[src/rtl/rs232_packet_tx_pkg.sv]
// Shared definitions for the RS232 address/data link: packet FSM encoding
// (identical to the receive side) and the default bit period.
package rs232_packet_tx_pkg;

  localparam int unsigned DEFAULT_BAUD_DIV = 434;
  localparam logic [3:0]  STOP_IDX         = 4'd9;

  typedef enum logic [1:0] {
    S_IDLE            = 2'd0,
    S_SENDING_ADDRESS = 2'd1,
    S_SENDING_DATA    = 2'd2,
    S_DONE            = 2'd3
  } state_t;

endpackage

[src/rtl/rs232_packet_tx_if.sv]
// Request/status bundle between a packet source and the RS232 transmitter.
interface rs232_packet_tx_if;
  logic       SEND;
  logic [7:0] ADDR;
  logic [7:0] DATA;
  logic       TX;
  logic       BUSY;
  logic       DONE;

  modport master (output SEND, ADDR, DATA, input  TX, BUSY, DONE);
  modport slave  (input  SEND, ADDR, DATA, output TX, BUSY, DONE);
endinterface

[src/rtl/rs232_packet_tx_byte.sv]
// 8N1 byte serializer: start bit, 8 data bits LSB first, stop bit, each held
// BAUD_DIV cycles. LOAD is honoured when idle or on the final stop-bit cycle.
module rs232_tx_byte
  import rs232_packet_tx_pkg::*;
#(
  parameter int unsigned BAUD_DIV = DEFAULT_BAUD_DIV
) (
  input  logic       CLK_50MHZ,
  input  logic       RST,
  input  logic       LOAD,
  input  logic [7:0] BYTE,
  output logic       TX,
  output logic       BYTE_DONE
);

  localparam logic [15:0] LAST_CNT = 16'(BAUD_DIV - 1);

  logic        r_active;
  logic [15:0] r_cnt;
  logic [3:0]  r_idx;
  logic [7:0]  r_shift;
  logic        r_tx;
  logic        w_last;

  assign w_last    = (r_cnt == LAST_CNT);
  assign BYTE_DONE = r_active && w_last && (r_idx == STOP_IDX);
  assign TX        = r_tx;

  // Shifting in ones makes the stop bit fall out of the same shift path.
  always_ff @(posedge CLK_50MHZ or posedge RST) begin
    if (RST) begin
      r_active <= 1'b0;
      r_cnt    <= '0;
      r_idx    <= '0;
      r_shift  <= '0;
      r_tx     <= 1'b1;
    end else if (LOAD && (!r_active || BYTE_DONE)) begin
      r_active <= 1'b1;
      r_cnt    <= '0;
      r_idx    <= '0;
      r_shift  <= BYTE;
      r_tx     <= 1'b0;
    end else if (r_active) begin
      if (w_last) begin
        r_cnt <= '0;
        if (r_idx == STOP_IDX) begin
          r_active <= 1'b0;
          r_idx    <= '0;
          r_tx     <= 1'b1;
        end else begin
          r_idx   <= r_idx + 4'd1;
          r_tx    <= r_shift[0];
          r_shift <= {1'b1, r_shift[7:1]};
        end
      end else begin
        r_cnt <= r_cnt + 16'd1;
      end
    end
  end

endmodule

[src/rtl/rs232_packet_tx.sv]
// Two-byte packet transmitter: ADDRESS frame then DATA frame back to back,
// followed by a one-cycle DONE pulse.
module rs232_packet_tx
  import rs232_packet_tx_pkg::*;
#(
  parameter int unsigned BAUD_DIV = DEFAULT_BAUD_DIV
) (
  input  logic             CLK_50MHZ,
  input  logic             RST,
  rs232_packet_tx_if.slave link
);

  state_t     r_state;
  state_t     w_next;
  logic [7:0] r_data;
  logic       w_load;
  logic [7:0] w_byte;
  logic       w_byte_done;
  logic       w_tx;

  // The address goes straight into the serializer on acceptance; only DATA
  // needs holding until the address frame completes.
  always_ff @(posedge CLK_50MHZ or posedge RST) begin
    if (RST) begin
      r_state <= S_IDLE;
      r_data  <= '0;
    end else begin
      r_state <= w_next;
      if (r_state == S_IDLE && link.SEND)
        r_data <= link.DATA;
    end
  end

  always_comb begin
    w_next    = r_state;
    w_load    = 1'b0;
    w_byte    = r_data;
    link.BUSY = 1'b1;
    link.DONE = 1'b0;
    case (r_state)
      S_IDLE: begin
        link.BUSY = 1'b0;
        w_byte    = link.ADDR;
        if (link.SEND) begin
          w_load = 1'b1;
          w_next = S_SENDING_ADDRESS;
        end
      end
      S_SENDING_ADDRESS: begin
        if (w_byte_done) begin
          w_load = 1'b1;
          w_next = S_SENDING_DATA;
        end
      end
      S_SENDING_DATA: begin
        if (w_byte_done)
          w_next = S_DONE;
      end
      S_DONE: begin
        link.DONE = 1'b1;
        w_next    = S_IDLE;
      end
      default: w_next = S_IDLE;
    endcase
  end

  rs232_tx_byte #(
    .BAUD_DIV (BAUD_DIV)
  ) u_tx_byte (
    .CLK_50MHZ (CLK_50MHZ),
    .RST       (RST),
    .LOAD      (w_load),
    .BYTE      (w_byte),
    .TX        (w_tx),
    .BYTE_DONE (w_byte_done)
  );

  assign link.TX = w_tx;

endmodule

[src/flat_wrapper.sv]
// flat-port wrapper written by rule: the top's interface ports become plain ports
module rs232_packet_tx_flat import rs232_packet_tx_pkg::*;
#(
  parameter int unsigned BAUD_DIV = DEFAULT_BAUD_DIV
)
  (CLK_50MHZ, RST, link_SEND, link_ADDR, link_DATA, link_TX, link_BUSY, link_DONE);
  rs232_packet_tx_if link_i ();
  input  logic CLK_50MHZ;
  input  logic RST;
  input wire logic [$bits(link_i.SEND)-1:0] link_SEND;
  input wire logic [$bits(link_i.ADDR)-1:0] link_ADDR;
  input wire logic [$bits(link_i.DATA)-1:0] link_DATA;
  output wire logic [$bits(link_i.TX)-1:0] link_TX;
  output wire logic [$bits(link_i.BUSY)-1:0] link_BUSY;
  output wire logic [$bits(link_i.DONE)-1:0] link_DONE;
  assign link_i.SEND = link_SEND;
  assign link_i.ADDR = link_ADDR;
  assign link_i.DATA = link_DATA;
  assign link_TX = link_i.TX;
  assign link_BUSY = link_i.BUSY;
  assign link_DONE = link_i.DONE;
  rs232_packet_tx #(.BAUD_DIV(BAUD_DIV)) u_core (.CLK_50MHZ(CLK_50MHZ), .RST(RST), .link(link_i));
endmodule
[config.mk]
export PLATFORM = sky130hd
export DESIGN_NAME = rs232_packet_tx_flat
export DESIGN_NICKNAME = d
export VERILOG_FILES = /design/src/rtl/rs232_packet_tx_pkg.sv /design/src/rtl/rs232_packet_tx_if.sv /design/src/rtl/rs232_packet_tx_byte.sv /design/src/rtl/rs232_packet_tx.sv /design/src/flat_wrapper.sv
export SDC_FILE = /design/constraint.sdc
export NUM_CORES = 1
export LEC_CHECK = 0
export CAP_MARGIN = 10
export CORE_MARGIN = 5
export CORE_UTILIZATION = 40
export CTS_BUF_LIST = sky130_fd_sc_hd__clkbuf_16
export DETAILED_ROUTE_END_ITERATION = 12
export DONT_BUFFER_PORTS = 1
export PLACE_DENSITY_LB_ADDON = 0.1
export SYNTH_ARGS = -nofsm -noshare
export SYNTH_HDL_FRONTEND = slang
export SYNTH_HIERARCHICAL = 1
export SYNTH_SLANG_ARGS = --single-unit
[constraint.sdc]
create_clock -name CLK_50MHZ -period 9.1 [get_ports CLK_50MHZ]
set_clock_uncertainty 0.1 [all_clocks]
set_input_delay 0 -clock CLK_50MHZ [delete_from_list [all_inputs] [get_ports CLK_50MHZ]]
set_output_delay 0 -clock CLK_50MHZ [all_outputs]
set_load 0.01 [all_outputs]
# Word level (Yosys, flattened, before mapping)
# Cells that the tools add are included.
[op_classes] add_sub_neg=2 eq_ne=9 n_mux=29 n_reduce_logical=12
[ops] op="2-to-1 mux 16 bit" n=3
[ops] op="2-to-1 mux 8 bit" n=5
[ops] op="adder 16 x 1 -> 16 bit (second input constant)" n=1
[ops] op="== test 16 x 9 -> 1 bit (second input constant)" n=1
[ops] op="2-to-1 mux 4 bit" n=4
[ops] op="2-to-1 mux 1 bit" n=12
[ops] op="case mux 2 bit (4 select lines)" n=1
[ops] op="2-to-1 mux 2 bit" n=3
[ops] op="!= test 2 bit (second input constant)" n=3
[ops] op="AND reduction 3 bit" n=2
[ops] op="adder 4 x 1 -> 4 bit (second input constant)" n=1
[ops] op="== test 2 bit (second input constant)" n=2
[ops] op="== test 4 bit (second input constant)" n=1
[ops] op="logical AND 1 bit" n=4
[ops] op="nonzero test 2 bit" n=2
[ops] op="== test 2 x 1 -> 1 bit (second input constant)" n=1
[ops] op="logical NOT 2 bit" n=1
[ops] op="!= test 2 x 1 -> 1 bit (second input constant)" n=1
[ops] op="case mux 1 bit (2 select lines)" n=1
[ops] op="AND reduction 2 bit" n=1
[ops] op="logical NOT 1 bit" n=1
[ops] op="logical OR 1 bit" n=1
[totals] ff_bits=40 inputBits=19 out_inout_bits=3 wordCells=59

# Longest topological paths before layout
# Gate-level depths: netlist of the first run.
[depth] ltp_word=8 depth_mapped=13 depth_no_buf=12

# Hierarchy
# The synthesis of the first run kept the hierarchy.
[by_module_without_submodules] mod="rs232_tx_byte" n_inst=1 cells_per_inst=174 area_per_inst_um2=1711.6 seq_area_each_um2=752.0
[by_module_without_submodules] mod="rs232_packet_tx" n_inst=1 cells_per_inst=46 area_per_inst_um2=598.1 seq_area_each_um2=250.2

# Worst setup path before layout of the first run
# OpenSTA, ideal clock, no wires.
[synth_path] path_kind="flip-flop to flip-flop" start="reg u_core.u_tx_byte.r_cnt[1]" end="reg u_core.u_tx_byte.r_cnt[15]" t_arrival_ns=2.833 required_time_ns=8.922 setup_slack_ns=6.089 path_stages_with_launch=14 path_buffers=1 synth_period_minus_slack_ns=3.011 path_cell_list="dfrtp_1 > inv_1 > ha_1 > nor3b_1 > and4_1 > buf_4 > nand2_1 > nor2_1 > a21oi_1 > nor2_1 > o2111ai_2 > nor3_1 > or3b_1 > a21oi_1"
[synth_via] elab_chain_cells=7
[synth_rtl] element="start, declared" line="rs232_packet_tx_byte.sv:19" source="logic [15:0] r_cnt;"
[synth_rtl] element="start signal, assigned" line="rs232_packet_tx_byte.sv:56" source="r_cnt <= r_cnt + 16'd1;"
[synth_rtl] element="== test 16 x 9 -> 1 bit (*)" line="rs232_packet_tx_byte.sv:25" source="assign w_last = (r_cnt == LAST_CNT);"
[synth_rtl] element="logical AND 1 bit (*) (2 in a row)" line="rs232_packet_tx_byte.sv:26" source="assign BYTE_DONE = r_active && w_last && (r_idx == STOP_IDX);"
[synth_rtl] element="net u_core.w_byte_done" line="rs232_packet_tx.sv:18" source="logic w_byte_done;"
[synth_rtl] element="2-to-1 mux 1 bit (*)" line="rs232_packet_tx.sv:50" source="if (w_byte_done) begin"
[synth_rtl] element="case mux 1 bit (2 select lines) (*)" line="rs232_packet_tx.sv:40" source="case (r_state)"
[synth_rtl] element="net u_core.w_load" line="rs232_packet_tx.sv:16" source="logic w_load;"
[synth_rtl] element="logical AND 1 bit (*)" line="rs232_packet_tx_byte.sv:37" source="end else if (LOAD && (!r_active || BYTE_DONE)) begin"
[synth_rtl] element="2-to-1 mux 16 bit or nonzero test 2 bit (tied branches)"
# The timed path passes the listed nets; every way through them passes the cells marked *. The select of a mux whose other input is x is not followed.
# A chain may end at the register's enable or synchronous reset.

# Final worst setup path of the first run
[layout_path] start="reg u_core.u_tx_byte.r_cnt[1]" end="reg u_core.u_tx_byte.r_idx[0]"
[layout_via] elab_chain_cells=8
[layout_rtl] element="== test 16 x 9 -> 1 bit (*)" line="rs232_packet_tx_byte.sv:25"
[layout_rtl] element="logical AND 1 bit (*) (2 in a row)" line="rs232_packet_tx_byte.sv:26"
[layout_rtl] element="net u_core.w_byte_done" line="rs232_packet_tx.sv:18"
[layout_rtl] element="2-to-1 mux 1 bit (*)" line="rs232_packet_tx.sv:50"
[layout_rtl] element="case mux 1 bit (2 select lines) (*)" line="rs232_packet_tx.sv:40"
[layout_rtl] element="net u_core.w_load" line="rs232_packet_tx.sv:16"
[layout_rtl] element="logical AND 1 bit (*)" line="rs232_packet_tx_byte.sv:37"
[layout_rtl] element="nonzero test 2 bit (no source line)"
[layout_rtl] element="AND reduction 2 bit (no source line)"
[layout_rtl] element="end signal, assigned" line="rs232_packet_tx_byte.sv:51" source="r_idx <= r_idx + 4'd1;"
[layout_rtl] element="end, declared" line="rs232_packet_tx_byte.sv:20" source="logic [3:0] r_idx;"
# The timed path passes the listed nets; every way through them passes the cells marked *.

==> impl_metrics.tcl, run 1 <==
set metrics [dict create \
    critical_path.endpoint_type "flip-flop" \
    synth.top_cells.by_count "39 x sky130_fd_sc_hd__dfrtp_1, 26 x sky130_fd_sc_hd__nor2_1, 17 x sky130_fd_sc_hd__inv_1" \
    post_route_cells_drive_above_1_share 0.138 \
    ioPinCount 22 \
    initial_standard_cell_utilization_of_the_core 0.414 \
    vias 1741 \
    cts.sinks 40 \
    tritoncts "built" \
    worstSetupPathType "reg -> reg" \
    yosysWarnings 6 \
    first_global_vias 1717 \
    crit_top_cell "sky130_fd_sc_hd__nor2_1" \
    fill_cells 510 \
    die-width_um 86.0 \
    grt_antenna_before_repair 0 \
    dr.first_iter.drc_count 118 \
    cts_bufs_inserted 5 \
    leakage_nw 1.28 \
    finalWorstSetupSlack_ns 5.10 \
    synth_edf_count 0 \
    die-area_um2 7390 \
    postSynthRegisterBits 40 \
    synth_nets 248 \
    synth_ff_type "sky130_fd_sc_hd__dfrtp_1" \
    antenna_cells_inserted 0 \
    report.final.slew_viol_count 0 \
    place.gp.congestion 0.841 \
    peak_vdd_ir_mv 0.0933 \
    drt_pre_antenna_iters 4 \
    largest_net_degree_at_the_start_of_global_routing 31 \
    grt.total_usage 0.136 \
    placeableCoreArea_um2 5570 \
    place.detailed.hpwl_um 3280 \
    layout.nets 274 \
    synthCells 220 \
    synth-seq-area-share 0.434 \
    synth_top_cell_area_share 0.423 \
    clock_path_buffers 2 \
    detail_route.wirelength_um 4720 \
    insertion_delay_ns 0.28 \
    clock-root-buffer "sky130_fd_sc_hd__clkbuf_16" \
    syn-mean-instance-area_um2 10.5 \
    timing.slew.headroom 0.344 \
    cp.required_ns 9.13 \
    status "finished, final reports clean" \
    worst_ep_arrival_time_ns 4.03 \
    drt-wirelength-per-cell_um 14.8 \
    worst_pin_slew_ns 0.981 \
    p_per_area_nw_per_um2 147 \
    globalRoute.totalOverflow 0 \
    worst_path_largest_cell_delay_ns 0.76 \
    crit_fanout 15 \
    synth.area.top_cells "sky130_fd_sc_hd__dfrtp_1 42%, sky130_fd_sc_hd__mux2_2 7.8%, sky130_fd_sc_hd__ha_1 4.9%, sky130_fd_sc_hd__nor2_1 4.2%, sky130_fd_sc_hd__o221a_1 3.4%" \
    grt_first_pass_wirelength_um 8150 \
    holdCritPathClass "in -> async" \
    buffer_ports.inserted 0 \
    die_h_um 86.0 \
    routed_via_density 5.46 \
    cp_cell_sequence "inv_1 > ha_1 > nor3b_1 > and4_1 > nand2_1 > nor2_1 > a21oi_1 > nor2_1 > nor2_1 > a21oi_2 > mux2i_1" \
    ctsHtreeMaxLevel 2 \
    max_freq_mhz 250 \
    grt_setup_unrepaired "false" \
    yosysTopAreaCell "sky130_fd_sc_hd__dfrtp_1" \
    count_of_different_cell_masters_after_synthesis 55 \
    finalWorstPathRequiredPeriod_ns 4.00 \
    reg2reg_slack_ns 5.10 \
    area_growth_syn_to_layout_pct 21.5 \
    setup_tns_ns 0 \
    maxCapViolCount 0 \
    synthMostInstantiatedCell "sky130_fd_sc_hd__dfrtp_1" \
    worstSetupStartpointType "flip-flop" \
    asyncSetResetFlopFracSynth 1.00 \
    timing.critical_path.slowest_stage_cell "sky130_fd_sc_hd__nor2_1" \
    final-setup-viol-count 0 \
    final_number_of_hold_violating_endpoints 0 \
    route.detailed.drc 0 \
    standard_cell_row_count 27 \
    clk_pin_slew_worst_paths_ns 0.06 \
    final.period_utilization 0.440 \
    antenna_violating_nets_post_route 0 \
    syn_area_um2 2310 \
    detailedPlace.worstSlack_ns 5.07 \
]
## final timing paths
kind	start	to	cells past startpoint
max in group asynchronous	RST	u_core/u_tx_byte/TX$_DFFE_PP1P_	3
worst min-delay path	RST	u_core/r_data[7]$_DFFE_PP0P_	2
worst max-delay path	u_core/u_tx_byte/r_cnt[1]$_DFFE_PP0P_	u_core/u_tx_byte/r_idx[0]$_DFFE_PP0P_	11
worst max register to register	u_core/u_tx_byte/r_cnt[1]$_DFFE_PP0P_	u_core/u_tx_byte/r_idx[0]$_DFFE_PP0P_	11
min in group CLK_50MHZ	link_ADDR[7]	u_core/u_tx_byte/r_shift[7]$_DFFE_PP0P_	4
worst min register to register	u_core/u_tx_byte/r_shift[7]$_DFFE_PP0P_	u_core/u_tx_byte/r_shift[7]$_DFFE_PP0P_	1
## final cells by class
class	count	area (µm²)	share of cell area
clock buffer	5	125	0.0446
clock inverter	3	63.8	0.0227
inverter	18	67.6	0.0241
multi-input combinational	155	1200	0.427
sequential	40	1000	0.357
tap	72	90.1	0.0321
timing repair buffer	26	258	0.0919
## kinds of logic (layout without fill, tap and decap cells)
kind of cell | after synthesis | count (layout) | synth area share
compound gates | 40 | 40 | 0.146
xor+xnor | 10 | 10 | 0.0379
fa+ha+maj | 9 | 9 | 0.0488
buf+inv | 25 | 52 | 0.0471
flops | 40 | 40 | 0.434
mux | 19 | 19 | 0.0915
simple gates | 77 | 77 | 0.195
## cell usage in the layout (no fill, tap or decap), drive strengths merged, types with 3 or more instances in the layout
master	Yosys	final
nand3	9	9
dlygate4sd3	0	25
and4	3	3
nand4	6	6
xor2	6	6
nor2	26	26
o221a	7	7
inv	18	19
ha	9	9
nand2	14	14
o21ai	6	6
a21oi	5	5
a32oi	7	7
clkbuf	2	5
nor4	4	4
dfrtp	39	39
xnor2	4	4
mux2	17	17
## power breakdown
group / internal, mW / switching (mW) / leakage (nW)
logic: 0.00523 / 0.00450 / 0.671
registers: 0.178 / 0 / 0.509
clock network: 0.156 / 0.0696 / 0.0952
## metrics by stage
| step | cells | hold slack, ns | util | area (µm²) | total power [mW] |
|---|---|---|---|---|---|
| CTS | 319 | 0.0567 | 0.503 | 2810 | 0.420 |
| detailed placement | 286 | -0.211 | 0.424 | 2370 | 0.185 |
| floorplan | 220 | -0.260 | - | 2310 | 0.184 |
| global placement | 286 | -0.216 | 0.424 | 2370 | 0.185 |
| finish | 319 | 0.0586 | 0.503 | 2810 | 0.413 |
| global route | 319 | 0.0869 | 0.503 | 2810 | 0.427 |
## layer usage
layer  up-vias  share of wire  GRT usage
met3         4          0.037     0.0413
li1        860              -          -
met2        29           0.49      0.228
met1       848           0.47      0.173
met5         -              0          0
met4         0         0.0089     0.0302
## what timing repair did
action	in CTS	in global routing
setup buffers	0	0
resized for setup	0	0
endpoints found under the hold margin	57	0
hold buffers	25	0
## flip-flops by register name, indices dropped and copies added (netlist names)
signal and count:
u_core/r_state 2, u_core/u_tx_byte/r_cnt 16, u_core/u_tx_byte/r_idx 4, u_core/u_tx_byte/TX 1
u_core/r_data 8, u_core/u_tx_byte/r_shift 8, u_core/u_tx_byte/r_active 1
## worst max-delay path, delay by kind of cell (launching register included)
kind,cells,cell delay (ns)
AND/OR/NAND/NOR,6,2.27
buffers and inverters,1,0.08
adder cells (fa/ha/maj),1,0.14
multiplexers,1,0.16
flip-flops,1,0.43
AO/OA/AOI/OAI,2,0.67
(Power assumes the default switching activity.)
==> run 2: changes to the inputs <==
==> constraint.sdc (replaced) <==
create_clock -name CLK_50MHZ -period 3.7 [get_ports CLK_50MHZ]
set_clock_uncertainty 0.1 [all_clocks]
set_input_delay 0 -clock CLK_50MHZ [delete_from_list [all_inputs] [get_ports CLK_50MHZ]]
set_output_delay 0 -clock CLK_50MHZ [all_outputs]
set_load 0.01 [all_outputs]
==> impl_metrics.tcl, run 2 (synthesis results as in run 1) <==
set metrics [dict create \
    status "finished, final reports clean" \
    worst_setup_path_startpoint "u_core/u_tx_byte/r_cnt[1]$_DFFE_PP0P_" \
    clock_path_buffers 2 \
    p_per_area_nw_per_um2 359 \
    die-width_um 86.0 \
    grt.total_usage 0.146 \
    detail_route.wirelength_um 5030 \
    dr.first_iter.drc_count 91 \
    postCtsResizedCells 0 \
    worstSetupEndpoint "u_core/u_tx_byte/r_cnt[15]$_DFFE_PP0P_" \
    reg_top3 "u_core/u_tx_byte/r_cnt: 16 flops, u_core/r_data: 8 flops, u_core/u_tx_byte/r_shift: 8 flops" \
    hold-worst-slack_ns 0.0398 \
    routed_via_density 5.50 \
    grt_setup_unrepaired "false" \
    post_route_cells_drive_above_1_share 0.151 \
    final-setup-viol-count 0 \
    max_freq_mhz 311 \
    final_number_of_hold_violating_endpoints 0 \
    hold_bufs_at_cts 25 \
    final.period_utilization 0.870 \
    antenna_violating_nets_post_route 0 \
    worst_r2r_path_depth 13 \
    place.detailed.hpwl_um 3460 \
    peak_vdd_ir_mv 0.230 \
    grt_antenna_before_repair 0 \
    globalRoute.totalOverflow 0 \
    largest_register "u_core/u_tx_byte/r_cnt" \
    die_h_um 86.0 \
    cp.required_ns 3.81 \
    largest_register_ff_count 16 \
    largest_net_degree_at_the_start_of_global_routing 31 \
    timing.slew.headroom 0.592 \
    worst_pin_slew_ns 0.610 \
    worstReg2RegEnd "u_core/u_tx_byte/r_cnt[15]$_DFFE_PP0P_" \
    maxCapViolCount 0 \
    leakage_nw 1.30 \
    finalPower_mw 1.02 \
    crit_fanout 15 \
    fill_cells 534 \
    area_growth_syn_to_layout_pct 22.8 \
    critical_path.endpoint_type "flip-flop" \
    reg2reg_slack_ns 0.48 \
    cts_bufs_inserted 5 \
    insertion_delay_ns 0.28 \
    buffer_ports.inserted 0 \
    worstSetupPathType "reg -> reg" \
    antenna_cells_inserted 0 \
    grt_first_pass_wirelength_um 8540 \
    ctsHtreeMaxLevel 2 \
    place.gp.congestion 0.802 \
    vias 1778 \
    standard_cell_row_count 27 \
    die-area_um2 7390 \
    route.detailed.drc 0 \
    finalWorstPathRequiredPeriod_ns 3.22 \
    ioPinCount 22 \
    final_common_cell "sky130_fd_sc_hd__dfrtp_1" \
    setup_tns_ns 0 \
    layout_common_cells "39 x sky130_fd_sc_hd__dfrtp_1, 26 x sky130_fd_sc_hd__nor2_1, 25 x sky130_fd_sc_hd__dlygate4sd3_1" \
    holdCritPathClass "in -> reg" \
    initial_standard_cell_utilization_of_the_core 0.414 \
    drt-wirelength-per-cell_um 15.6 \
    tritoncts "built" \
    worstSetupStartpointType "flip-flop" \
    worst_ep_arrival_time_ns 3.32 \
    placeableCoreArea_um2 5570 \
    clock-root-buffer "sky130_fd_sc_hd__clkbuf_16" \
    worst_r2r_startpoint "u_core/u_tx_byte/r_cnt[1]$_DFFE_PP0P_" \
    clk_pin_slew_worst_paths_ns 0.06 \
    post-cts-setup-buffer-count 0 \
    cts.sinks 40 \
    drt_pre_antenna_iters 4 \
    report.final.slew_viol_count 0 \
    layout.nets 278 \
    first_global_vias 1783 \
]
==> run 2: layout make-up <==
type / instances / area (µm²) / area share
tap: 72 / 90.1 / 0.0318
inverter: 18 / 67.6 / 0.0238
multi-input combinational: 155 / 1200 / 0.423
clock inverter: 3 / 63.8 / 0.0225
clock buffer: 5 / 125 / 0.0441
sequential: 40 / 1000 / 0.353
timing repair buffer: 30 / 288 / 0.102
==> run 2: power breakdown <==
part | total (mW) | switching (mW) | internal [mW]
Combinational | 0.0243 | 0.0114 | 0.0129
Clock | 0.557 | 0.173 | 0.384
Sequential | 0.438 | 0 | 0.438
Total | 1.02 | 0.184 | 0.834
==> run 2: layer usage <==
layer  part of all wire  global-route usage  vias to the layer above
met3              0.044              0.0384                        5
li1                   -                   -                      864
met2               0.49               0.249                       36
met5                  0                   0                        -
met4              0.014              0.0504                        0
met1               0.45               0.176                      873
==> run 2: critical path, stage by stage (launching register included) <==
cell,delay [ns]
sky130_fd_sc_hd__dfrtp_1,0.43
sky130_fd_sc_hd__inv_1,0.08
sky130_fd_sc_hd__ha_1,0.13
sky130_fd_sc_hd__nor3b_1,0.38
sky130_fd_sc_hd__and4_1,0.29
sky130_fd_sc_hd__nand2_1,0.09
sky130_fd_sc_hd__nor2_1,0.24
sky130_fd_sc_hd__a21oi_1,0.07
sky130_fd_sc_hd__nor2_1,0.11
sky130_fd_sc_hd__buf_4,0.21
sky130_fd_sc_hd__o2111ai_2,0.21
sky130_fd_sc_hd__nor3_1,0.27
sky130_fd_sc_hd__or3b_1,0.38
sky130_fd_sc_hd__a21oi_1,0.15
==> run 2: per-stage QoR <==
stage | area [µm²] | std cells | setup WS (ns) | utilization
after global placement | 2400 | 290 | 0.629 | 0.430
after floorplan | 2310 | 220 | 0.689 | -
after detailed placement | 2400 | 290 | 0.493 | 0.430
after global routing | 2840 | 323 | 0.240 | 0.509
after CTS | 2840 | 323 | 0.462 | 0.509
final | 2840 | 323 | 0.482 | 0.509
==> run 2: worst min-delay path by stage <==
stage	from	endpoint	slack, ns	depth (start not counted)
2_1_floorplan	RST	u_core/r_data[0]$_DFFE_PP0P_	-0.26	1
3_5_place_dp	RST	u_core/r_data[7]$_DFFE_PP0P_	-0.21	1
5_1_grt	link_ADDR[7]	u_core/u_tx_byte/r_shift[7]$_DFFE_PP0P_	0.06	4
6_report	link_ADDR[7]	u_core/u_tx_byte/r_shift[7]$_DFFE_PP0P_	0.04	4
4_1_cts	link_ADDR[7]	u_core/u_tx_byte/r_shift[7]$_DFFE_PP0P_	0.04	4
3_3_place_gp	RST	u_core/r_data[7]$_DFFE_PP0P_	-0.22	1
==> run 3: changes to the inputs <==
--- a/config.mk
+++ b/config.mk
@@ -6,6 +6,8 @@
 export NUM_CORES = 1
 export LEC_CHECK = 0
 export CAP_MARGIN = 10
+export CELL_PAD_IN_SITES_DETAIL_PLACEMENT = 1
+export CELL_PAD_IN_SITES_GLOBAL_PLACEMENT = 2
 export CORE_MARGIN = 5
 export CORE_UTILIZATION = 40
 export CTS_BUF_LIST = sky130_fd_sc_hd__clkbuf_16
==> impl_metrics.tcl, run 3 (synthesis results as in run 1) <==
set metrics [dict create \
    worst_setup_path_startpoint "u_core/u_tx_byte/r_cnt[1]$_DFFE_PP0P_" \
    detail_route.wirelength_um 5930 \
    clock_path_buffers 2 \
    cts.sinks 40 \
    insertion_delay_ns 0.28 \
    worstSetupEndpoint "u_core/u_tx_byte/r_cnt[15]$_DFFE_PP0P_" \
    hold_bufs_at_cts 25 \
    die_h_um 86.0 \
    multi_input_area_um2 1200 \
    grt-busiest-layer "met2" \
    largest_net_degree_at_the_start_of_global_routing 31 \
    layout.nets 278 \
    holdCritPathClass "in -> async" \
    worst_r2r_path_depth 13 \
    buffer_ports.inserted 0 \
    final-seq-area_um2 1000 \
    peak_vdd_ir_mv 0.182 \
    largest_register "u_core/u_tx_byte/r_cnt" \
    globalRouteMet3Util 0.0451 \
    hold-worst-slack_ns 0.0599 \
    antenna_cells_inserted 0 \
    post_route_cells_drive_above_1_share 0.155 \
    leakage_nw 1.28 \
    maxCapViolCount 0 \
    detailed_place.area_um2 2400 \
    reg_top3 "u_core/u_tx_byte/r_cnt: 16 flops, u_core/r_data: 8 flops, u_core/u_tx_byte/r_shift: 8 flops" \
    first_global_vias 1966 \
    die-area_um2 7390 \
    dr.first_iter.drc_count 53 \
    groute.layer.met2.usage 0.310 \
    finalPower_uw 953 \
    antenna_violating_nets_post_route 0 \
    drt-wirelength-per-cell_um 18.4 \
    cts_bufs_inserted 5 \
    postCtsResizedCells 0 \
    worstSetupPathType "reg -> reg" \
    placeableCoreArea_um2 5570 \
    routed_via_density 5.49 \
    report.final.slew_viol_count 0 \
    grt_first_pass_wirelength_um 9980 \
    vias 1772 \
    tritoncts "built" \
    timing.slew.headroom 0.522 \
    place.gp.congestion 0.830 \
    post-cts-setup-buffer-count 0 \
    place.detailed.hpwl_um 4110 \
    grt_antenna_before_repair 0 \
    layout_common_cells "39 x sky130_fd_sc_hd__dfrtp_1, 26 x sky130_fd_sc_hd__nor2_1, 25 x sky130_fd_sc_hd__dlygate4sd3_1" \
    cp.required_ns 3.80 \
    ioPinCount 22 \
    status "finished, final reports clean" \
    route.detailed.drc 0 \
    max_freq_mhz 311 \
    fin_area_um2 2810 \
    area_growth_syn_to_layout_pct 21.8 \
    drt_pre_antenna_iters 4 \
    grt.total_usage 0.174 \
    final.period_utilization 0.868 \
    die-width_um 86.0 \
    worst_pin_slew_ns 0.717 \
    clock-root-buffer "sky130_fd_sc_hd__clkbuf_16" \
    p_per_area_nw_per_um2 339 \
    fill_cells 601 \
    crit_fanout 15 \
    final-setup-viol-count 0 \
    worstSetupStartpointType "flip-flop" \
    worst_ep_arrival_time_ns 3.31 \
    finalCoreUtilization 0.505 \
    final_common_cell "sky130_fd_sc_hd__dfrtp_1" \
    worst_r2r_startpoint "u_core/u_tx_byte/r_cnt[1]$_DFFE_PP0P_" \
    largest_register_ff_count 16 \
    setup_tns_ns 0 \
    reg2reg_slack_ns 0.49 \
    grt_setup_unrepaired "false" \
    use_met1 0.203 \
    final_number_of_hold_violating_endpoints 0 \
    initial_standard_cell_utilization_of_the_core 0.414 \
    critical_path.endpoint_type "flip-flop" \
    clk_pin_slew_worst_paths_ns 0.06 \
    standard_cell_row_count 27 \
    worstReg2RegEnd "u_core/u_tx_byte/r_cnt[15]$_DFFE_PP0P_" \
    ctsHtreeMaxLevel 2 \
    globalRoute.totalOverflow 0 \
    finalWorstPathRequiredPeriod_ns 3.21 \
]
run 3: cell types whose count changed in the layout (fill, tap and decap cells not counted):
cell,previous run,this run
sky130_fd_sc_hd__inv_1,18,17
sky130_fd_sc_hd__clkinv_2,0,1
sky130_fd_sc_hd__bufinv_16,2,1
sky130_fd_sc_hd__clkinvlp_4,0,1
run 3: final cells by class:
class                   count  share of cell area
clock buffers               5              0.0445
clock inverters             3              0.0151
inverters                  18              0.0240
multi-input cells         155               0.426
flip-flops and latches     40               0.356
well taps                  72              0.0320
repair buffers             30               0.102
run 3: how the worst min path moves through the flow:
stage          from                           end  slack, ns  depth (start not counted)
5_1_grt         RST  u_core/r_data[6]$_DFFE_PP0P_        0.1                          2
4_1_cts         RST  u_core/r_data[5]$_DFFE_PP0P_       0.06                          2
6_report        RST  u_core/r_data[4]$_DFFE_PP0P_       0.06                          2
3_5_place_dp    RST  u_core/r_data[5]$_DFFE_PP0P_      -0.23                          1
3_3_place_gp    RST  u_core/r_data[6]$_DFFE_PP0P_      -0.23                          1
2_1_floorplan   RST  u_core/r_data[0]$_DFFE_PP0P_      -0.26                          1
run 3: layer usage:
layer	vias to the layer above	wire length, µm
li1	860	-
met1	874	2610
met2	32	2980
met3	6	239
met5	-	0
met4	0	96
run 3: through the flow:
step / instances / worst slack (ns)
after floorplan: 220 / 0.689
after global placement: 290 / 0.627
after detailed placement: 290 / 0.498
after CTS: 323 / 0.434
after global routing: 323 / 0.189
final: 323 / 0.489
run 3: critical path, cell delays in order (launching register included):
cell and delay (ns):
sky130_fd_sc_hd__dfrtp_1 0.43, sky130_fd_sc_hd__inv_1 0.08, sky130_fd_sc_hd__ha_1 0.14, sky130_fd_sc_hd__nor3b_1 0.37, sky130_fd_sc_hd__and4_1 0.28, sky130_fd_sc_hd__nand2_1 0.08
sky130_fd_sc_hd__nor2_1 0.23, sky130_fd_sc_hd__a21oi_1 0.07, sky130_fd_sc_hd__nor2_1 0.10, sky130_fd_sc_hd__buf_4 0.21, sky130_fd_sc_hd__o2111ai_2 0.21, sky130_fd_sc_hd__nor3_1 0.30
sky130_fd_sc_hd__or3b_1 0.38, sky130_fd_sc_hd__a21oi_1 0.15
run 3: where the power goes:
part / internal (mW) / total [mW] / switching (mW)
registers: 0.437 / 0.437 / 0
logic: 0.0129 / 0.0247 / 0.0118
clock network: 0.317 / 0.490 / 0.174
total: 0.767 / 0.953 / 0.186
